**src/rtl/demux_dispatch_queue_if.sv**
```systemverilog
`default_nettype none
// ============================================================================
// Module      : demux_dispatch_queue_if
// Description : Request/issue bundle for demux_dispatch_queue.
//               slave modport  : the dispatch queue itself.
//               master modport : whatever feeds requests and watches issues.
//   in_valid/in_ready/in_sel/in_y : request handshake and payload
//   ch_busy                       : per-channel busy flags (bit i blocks ch i)
//   out_valid/s/y/a               : registered issue strobe, select, bit,
//                                   one-hot gated output
//   count                         : FIFO occupancy
//   stall_cnt                     : blocked-cycle counter, only when
//                                   DISPATCH_STALL_CNT_EN is defined
// Revision    : 1.0 - initial release
// ============================================================================
interface demux_dispatch_queue_if #(
  parameter int DEPTH = 4
);
  localparam int CW = $clog2(DEPTH) + 1;

  logic          in_valid;
  logic          in_ready;
  logic [2:0]    in_sel;
  logic          in_y;
  logic [7:0]    ch_busy;
  logic          out_valid;
  logic [2:0]    s;
  logic          y;
  logic [7:0]    a;
  logic [CW-1:0] count;
`ifdef DISPATCH_STALL_CNT_EN
  logic [15:0]   stall_cnt;
`endif

  modport slave (
    input  in_valid, in_sel, in_y, ch_busy,
    output in_ready, out_valid, s, y, a, count
`ifdef DISPATCH_STALL_CNT_EN
    , output stall_cnt
`endif
  );

  modport master (
    output in_valid, in_sel, in_y, ch_busy,
    input  in_ready, out_valid, s, y, a, count
`ifdef DISPATCH_STALL_CNT_EN
    , input stall_cnt
`endif
  );
endinterface
`default_nettype wire

```
**src/rtl/demux_dispatch_queue.sv**
```systemverilog
`default_nettype none
// ============================================================================
// Module      : demux_dispatch_queue
// Description : In-order buffered issue stage in front of a 1-to-8 demux.
//               Requests {sel, y} are queued in a DEPTH-entry FIFO and the
//               head is issued only when its channel is not busy. An issue
//               produces a one-cycle out_valid with registered s, y and
//               a = (1 << s) & {8{y}}.
// Ports       : clk   - rising-edge clock
//               clrn  - asynchronous active-low reset
//               bus   - demux_dispatch_queue_if.slave (request handshake,
//                       ch_busy, issue outputs, count, optional stall_cnt)
// Options     : DISPATCH_STALL_CNT_EN adds a saturating 16-bit counter of
//               cycles in which a non-empty FIFO had its head blocked.
// Revision    : 1.0 - initial release
// ============================================================================
module demux_dispatch_queue #(
  parameter int DEPTH = 4
) (
  input  wire                     clk,
  input  wire                     clrn,
  demux_dispatch_queue_if.slave   bus
);
  localparam int AW = $clog2(DEPTH);
  localparam int CW = $clog2(DEPTH) + 1;
  localparam logic [CW-1:0] C_DEPTH = CW'(DEPTH);

  typedef enum logic [1:0] {
    ST_IDLE = 2'd0,
    ST_SEND = 2'd1,
    ST_WAIT = 2'd2
  } state_t;

  // Each entry packs {sel[2:0], y}.
  logic [3:0]    r_mem [DEPTH];
  logic [AW-1:0] r_wr_ptr;
  logic [AW-1:0] r_rd_ptr;
  logic [CW-1:0] r_count;
  state_t        r_state;
  state_t        w_next_state;
  logic [2:0]    r_s;
  logic          r_y;
  logic [7:0]    r_a;

  logic [3:0]    w_head;
  logic [2:0]    w_head_sel;
  logic          w_head_y;
  logic          w_empty;
  logic          w_head_blocked;
  logic          w_push;
  logic          w_pop;
  logic          w_in_ready;

  assign w_head         = r_mem[r_rd_ptr];
  assign w_head_sel     = w_head[3:1];
  assign w_head_y       = w_head[0];
  assign w_empty        = (r_count == '0);
  assign w_head_blocked = bus.ch_busy[w_head_sel];

  // Acceptance is decoded from the registered occupancy only; a pop on the
  // same edge does not open a slot early. Held low while in reset.
  assign w_in_ready = clrn & (r_count < C_DEPTH);
  assign w_push     = bus.in_valid & w_in_ready;
  // A request pushed at this edge is not yet visible to the head, so an
  // empty FIFO can never issue on the edge that fills it.
  assign w_pop      = ~w_empty & ~w_head_blocked;

  // Storage carries no reset: stale contents are unreachable once the
  // pointers and count are cleared.
  always_ff @(posedge clk) begin
    if (w_push) begin
      r_mem[r_wr_ptr] <= {bus.in_sel, bus.in_y};
    end
  end

  always_ff @(posedge clk or negedge clrn) begin
    if (!clrn) begin
      r_wr_ptr <= '0;
      r_rd_ptr <= '0;
      r_count  <= '0;
    end else begin
      // DEPTH is a power of two, so natural pointer overflow wraps.
      if (w_push) r_wr_ptr <= r_wr_ptr + 1'b1;
      if (w_pop)  r_rd_ptr <= r_rd_ptr + 1'b1;
      case ({w_push, w_pop})
        2'b10:   r_count <= r_count + 1'b1;
        2'b01:   r_count <= r_count - 1'b1;
        default: r_count <= r_count;
      endcase
    end
  end

  // Issue state: SEND is the cycle following a pop. Every state decides its
  // successor from the head currently presented, which after a SEND is the
  // entry behind the one just issued.
  always_ff @(posedge clk or negedge clrn) begin
    if (!clrn) r_state <= ST_IDLE;
    else       r_state <= w_next_state;
  end

  always_comb begin
    w_next_state = r_state;
    case (r_state)
      ST_IDLE, ST_SEND: begin
        if (w_empty)             w_next_state = ST_IDLE;
        else if (w_head_blocked) w_next_state = ST_WAIT;
        else                     w_next_state = ST_SEND;
      end
      ST_WAIT: begin
        if (w_empty)             w_next_state = ST_IDLE;
        else if (w_head_blocked) w_next_state = ST_WAIT;
        else                     w_next_state = ST_SEND;
      end
      default: w_next_state = ST_IDLE;
    endcase
  end

  // Issue registers: s/y keep the last issued request between issues,
  // while a returns to zero whenever nothing is issued.
  always_ff @(posedge clk or negedge clrn) begin
    if (!clrn) begin
      r_s <= 3'd0;
      r_y <= 1'b0;
      r_a <= 8'h00;
    end else if (w_pop) begin
      r_s <= w_head_sel;
      r_y <= w_head_y;
      r_a <= (8'h01 << w_head_sel) & {8{w_head_y}};
    end else begin
      r_a <= 8'h00;
    end
  end

`ifdef DISPATCH_STALL_CNT_EN
  logic [15:0] r_stall_cnt;

  // Counts every edge at which a queued head was held back, whether the
  // queue was already waiting or had just become blocked.
  always_ff @(posedge clk or negedge clrn) begin
    if (!clrn) begin
      r_stall_cnt <= 16'h0000;
    end else if (!w_empty && w_head_blocked && (r_stall_cnt != 16'hFFFF)) begin
      r_stall_cnt <= r_stall_cnt + 16'h0001;
    end
  end

  assign bus.stall_cnt = r_stall_cnt;
`endif

  assign bus.in_ready  = w_in_ready;
  assign bus.out_valid = (r_state == ST_SEND);
  assign bus.s         = r_s;
  assign bus.y         = r_y;
  assign bus.a         = r_a;
  assign bus.count     = r_count;

endmodule
`default_nettype wire
```
**src/flat_wrapper.sv**
```systemverilog
// flat-port wrapper written by rule: the top's interface ports become plain ports
module demux_dispatch_queue_flat 
#(
  parameter int DEPTH = 4
)
  (clk, clrn, bus_in_valid, bus_in_sel, bus_in_y, bus_ch_busy, bus_in_ready, bus_out_valid, bus_s, bus_y, bus_a, bus_count);
  demux_dispatch_queue_if #(.DEPTH(DEPTH)) bus_i ();
  input  wire clk;
  input  wire clrn;
  input wire logic [$bits(bus_i.in_valid)-1:0] bus_in_valid;
  input wire logic [$bits(bus_i.in_sel)-1:0] bus_in_sel;
  input wire logic [$bits(bus_i.in_y)-1:0] bus_in_y;
  input wire logic [$bits(bus_i.ch_busy)-1:0] bus_ch_busy;
  output wire logic [$bits(bus_i.in_ready)-1:0] bus_in_ready;
  output wire logic [$bits(bus_i.out_valid)-1:0] bus_out_valid;
  output wire logic [$bits(bus_i.s)-1:0] bus_s;
  output wire logic [$bits(bus_i.y)-1:0] bus_y;
  output wire logic [$bits(bus_i.a)-1:0] bus_a;
  output wire logic [$bits(bus_i.count)-1:0] bus_count;
  assign bus_i.in_valid = bus_in_valid;
  assign bus_i.in_sel = bus_in_sel;
  assign bus_i.in_y = bus_in_y;
  assign bus_i.ch_busy = bus_ch_busy;
  assign bus_in_ready = bus_i.in_ready;
  assign bus_out_valid = bus_i.out_valid;
  assign bus_s = bus_i.s;
  assign bus_y = bus_i.y;
  assign bus_a = bus_i.a;
  assign bus_count = bus_i.count;
  demux_dispatch_queue #(.DEPTH(DEPTH)) u_core (.clk(clk), .clrn(clrn), .bus(bus_i));
endmodule
```
**config.mk**
```make
export PLATFORM = sky130hd
export DESIGN_NAME = demux_dispatch_queue_flat
export DESIGN_NICKNAME = d
export VERILOG_FILES = /design/src/rtl/demux_dispatch_queue_if.sv /design/src/rtl/demux_dispatch_queue.sv /design/src/flat_wrapper.sv
export SDC_FILE = /design/constraint.sdc
export NUM_CORES = 1
export LEC_CHECK = 0
export ABC_AREA = 1
export BUFFER_PORTS_ARGS = -buffer_cell sky130_fd_sc_hd__buf_4
export CAP_MARGIN = 20
export CORE_AREA = 4 4 76 78
export CTS_BUF_LIST = sky130_fd_sc_hd__clkbuf_2
export DETAILED_ROUTE_END_ITERATION = 7
export DIE_AREA = 0 0 80 82
export PLACE_DENSITY_LB_ADDON = 0.3
export SYNTH_ARGS = -nofsm -noshare
export SYNTH_HDL_FRONTEND = slang
export SYNTH_SLANG_ARGS = --single-unit
```
**constraint.sdc**
```tcl
create_clock -name clk -period 2.9 [get_ports clk]
set_input_delay 0.145 -clock clk [delete_from_list [all_inputs] [get_ports clk]]
set_output_delay 0.145 -clock clk [all_outputs]
set_load 0.01 [all_outputs]
```
==> impl_results.md <==
- Setup TNS: 0 ns
- Post-synth design cell area: 1750 um^2
- Wire length of the first global-routing pass: 5640 um
- Final cell area excluding filler cells: 2190 um^2
- Clock latency reported for the late side of the worst-skew pair: 0.39 ns
- Layout fillers: 518
- Setup Viol. Count Final: 0
- Share of flip-flops with an asynchronous set or reset after synthesis: 0.568
- Quantity of I/O buffers inserted on ports: 31
- Result of the run: finished, final reports clean
- Largest net degree at the start of global routing: 23
- CTS tree: done
- Vias per cell: 4.42
- Unrepaired setup endpoints after global routing: no
- First-pass iteration count of the detailed router: 5
- Number of placed I/O pins: 32
- RePlAce Congestion: 0.734
- Number of enable flip-flop cells after synthesis: 16
- Max Slew Vio Count: 0
- Number of storage elements in the synthesis netlist: 37
- Maximum buffer depth of the clock tree: 2
- Syn nets: 196
- Number of buffers added for setup after CTS: 0
- Growth of design area from synthesis to finish: 25.2%
- Leakage power: 1.04 nW
- Kind of end point of the critical path: flop
- Synth unique cells: 25
- Die outline width: 80 um
- Die Area: 6560 um^2
- Share of final-layout standard cells stronger than drive strength 1: 0.290
- Clock Skew: 0.0179 ns
- Number of standard cells after synthesis: 175
- Max Cap Violations: 0
- Starting density of the core: 0.345
- Placed cell area: 2050 um^2
- Final HPWL from detailed placement: 2500 um
- Core ar.: 5070 um^2
- Leading register cell type out of synthesis: sky130_fd_sc_hd__dfrtp_1
- Final nets: 237
- Min-delay worst type: in -> async
- Startpoint-to-endpoint class of the critical path: reg -> reg
- H-tree level count: 2
- WL per Instance: 11.5 um
- Number of nets still failing antenna checks after routing: 0
- Final critical-path required period: 2.55 ns
- Largest fanout on the critical path: 13
- Most frequent cell on the critical path: sky130_fd_sc_hd__nand2_1
- Maximum frequency from static timing analysis: 392 MHz
- Worst max-slew margin expressed relative to the limit: 0.543
- # DRC: 0
- Worst IR drop on VDD: 356 uV
- Sequential-to-total area share from yosys stat: 0.574
- CP max-delay cell: sky130_fd_sc_hd__dfrtp_2
- Average cell area after synthesis: 10.0 um^2
- Total number of yosys warnings: 0
- Overall Global Routing Usage: 0.113
- Slew at the pin closest to its max-slew limit: 0.686 ns
- Critical path, cell by cell: inv_2 -> nand2_1 -> nand3_2 -> nand2_4 -> nand2_1 -> o21ai_1 -> nand2_1 -> nand3_4 -> nand3_2 -> inv_2 -> ha_1 -> inv_1 -> fa_1 -> a21oi_1 -> o21ai_0 -> xnor2_1
- DIE HEIGHT: 82 um
- Data arrival time of the critical path: 2.85 ns
- Power density of the placed cells: 1120 nW/um^2
- Via total after detailed routing: 1,269
- Routed Wire Length: 3300 um
- Initial drt markers: 60
- Clock root cell: sky130_fd_sc_hd__clkbuf_2
- Hold Fails Final Rpt: 0
- TritonCTS sink count: 37
- Remaining global-route overflow: 0
- Clk pin slew, worst setup/hold paths: 0.20 ns
- Kind of start point of the critical path: flop
- Initial antenna violation count: 0
- Crit path largest cell delay: 0.53 ns
- Part of the cycle the worst path needs: 0.879
- Total CTS buffers: 5
- Final antenna diode count: 0
- Count of standard-cell rows: 26
- Final cell utilization of the core: 0.432
- Via count of the first global-routing pass: 1,232
- Worst hold slack after final layout: 0.140 ns
- CP required: 3.20 ns
==> stage by stage <==
step	instances	setup slack, ns	power (W)
after global placement	274	0.373	0.00204
after CTS	287	0.245	0.00249
after floorplan	175	0.485	0.00175
after detailed placement	274	0.265	0.00208
after global routing	287	0.0454	0.00270
final	287	0.351	0.00246
==> repair_timing <==
item                                    4_1_cts  5_1_grt
hold buffers                                  5        0
endpoints found under the setup margin        0        1
hold endpoints to repair                     37        0
resized for setup                             0        1
==> placed cells by master (no fill, tap or decap), drive strengths merged, types with 6 or more instances in the layout <==
cell type / Yosys / final
buf: 3 / 32
dfrtp: 21 / 21
edfxtp: 16 / 16
inv: 25 / 25
nand2: 46 / 46
nand3: 13 / 13
nand4: 6 / 6
nor2: 21 / 21
o21ai: 7 / 7
==> final timing paths <==
| check | startpoint | endpoint | slack [ns] | depth (start not counted) |
|---|---|---|---|---|
| setup / recovery | u_core.r_rd_ptr[0]$_DFFE_PN0P_ | u_core.bus.count[2]$_DFFE_PN0P_ | 0.35 | 16 |
| hold / removal | clrn | u_core.bus.a[0]$_DFF_PN0_ | 0.14 | 2 |
| setup reg to reg | u_core.r_rd_ptr[0]$_DFFE_PN0P_ | u_core.bus.count[2]$_DFFE_PN0P_ | 0.35 | 16 |
| hold reg to reg | u_core.bus.y$_DFFE_PN0P_ | u_core.bus.y$_DFFE_PN0P_ | 0.52 | 2 |
| max in group asynchronous | clrn | u_core.bus.y$_DFFE_PN0P_ | 2.52 | 2 |
| min in group clk | bus_in_valid | u_core.r_wr_ptr[0]$_DFFE_PN0P_ | 0.18 | 3 |
==> where the power goes <==
part | internal [W] | total [W] | switching [W]
clock network | 0.000231 | 0.000406 | 0.000175
registers | 0.000697 | 0.000810 | 0.000114
logic | 0.000483 | 0.00124 | 0.000758
==> sequential cells by signal (all words and copies together) (netlist names) <==
register          count
u_core.r_rd_ptr       2
u_core.r_state        2
u_core.bus.count      3
u_core.r_mem         16
u_core.r_wr_ptr       2
u_core.bus.y          1
u_core.bus.a          8
u_core.bus.s          3
==> critical path: cells and delay by family, from the launching register on <==
kind                       cells  cell delay, ns
adders and majority gates      2            0.51
and+or+nand+nor                7            0.71
DFF                            1            0.53
buffers and inverters          3            0.23
xor gates and xnor gates       1            0.15
AOI/OAI and AO/OA              3            0.33
==> cell usage after synthesis (3+ instances only) <==
master,instances,area share
sky130_fd_sc_hd__a21oi_1,3,0.0086
sky130_fd_sc_hd__dfrtp_1,21,0.30
sky130_fd_sc_hd__edfxtp_1,16,0.27
sky130_fd_sc_hd__ha_1,5,0.036
sky130_fd_sc_hd__inv_1,21,0.045
sky130_fd_sc_hd__inv_2,4,0.0086
sky130_fd_sc_hd__nand2_1,37,0.079
sky130_fd_sc_hd__nand2_2,8,0.029
sky130_fd_sc_hd__nand3_1,8,0.023
sky130_fd_sc_hd__nand3_2,3,0.017
sky130_fd_sc_hd__nand4_1,6,0.021
sky130_fd_sc_hd__nor2_1,17,0.036
sky130_fd_sc_hd__nor2_2,4,0.014
sky130_fd_sc_hd__o21ai_0,4,0.011
sky130_fd_sc_hd__o21ai_1,3,0.0086
==> per-layer routing <==
| metal | GRT usage | routed length [um] | vias up |
|---|---|---|---|
| li1 | - | - | 645 |
| met1 | 0.133 | 1460 | 582 |
| met4 | 0.0405 | 42 | 0 |
| met2 | 0.191 | 1610 | 36 |
| met3 | 0.0384 | 195 | 6 |
| met5 | 0 | 0 | - |
==> final cells by class <==
cell class | count | area [um^2] | share of cell area
sequential | 37 | 1010 | 0.459
multi-input combinational | 110 | 626 | 0.285
timing repair buffer | 37 | 290 | 0.132
inverter | 25 | 93.8 | 0.0428
tap | 70 | 87.6 | 0.0399
clock inverter | 3 | 65.1 | 0.0296
clock buffer | 5 | 25.0 | 0.0114
==> cell families after synthesis <==
kind of cell / count (synthesis) / share of synthesized area
buffers and inverters: 28 / 0.0692
flip-flops: 37 / 0.574
AND/OR/NAND/NOR: 89 / 0.258
AO/OA/AOI/OAI: 11 / 0.0321
XOR/XNOR: 4 / 0.0200
adder cells (fa/ha/maj): 6 / 0.0471
Power figures use the tool's default switching activity.
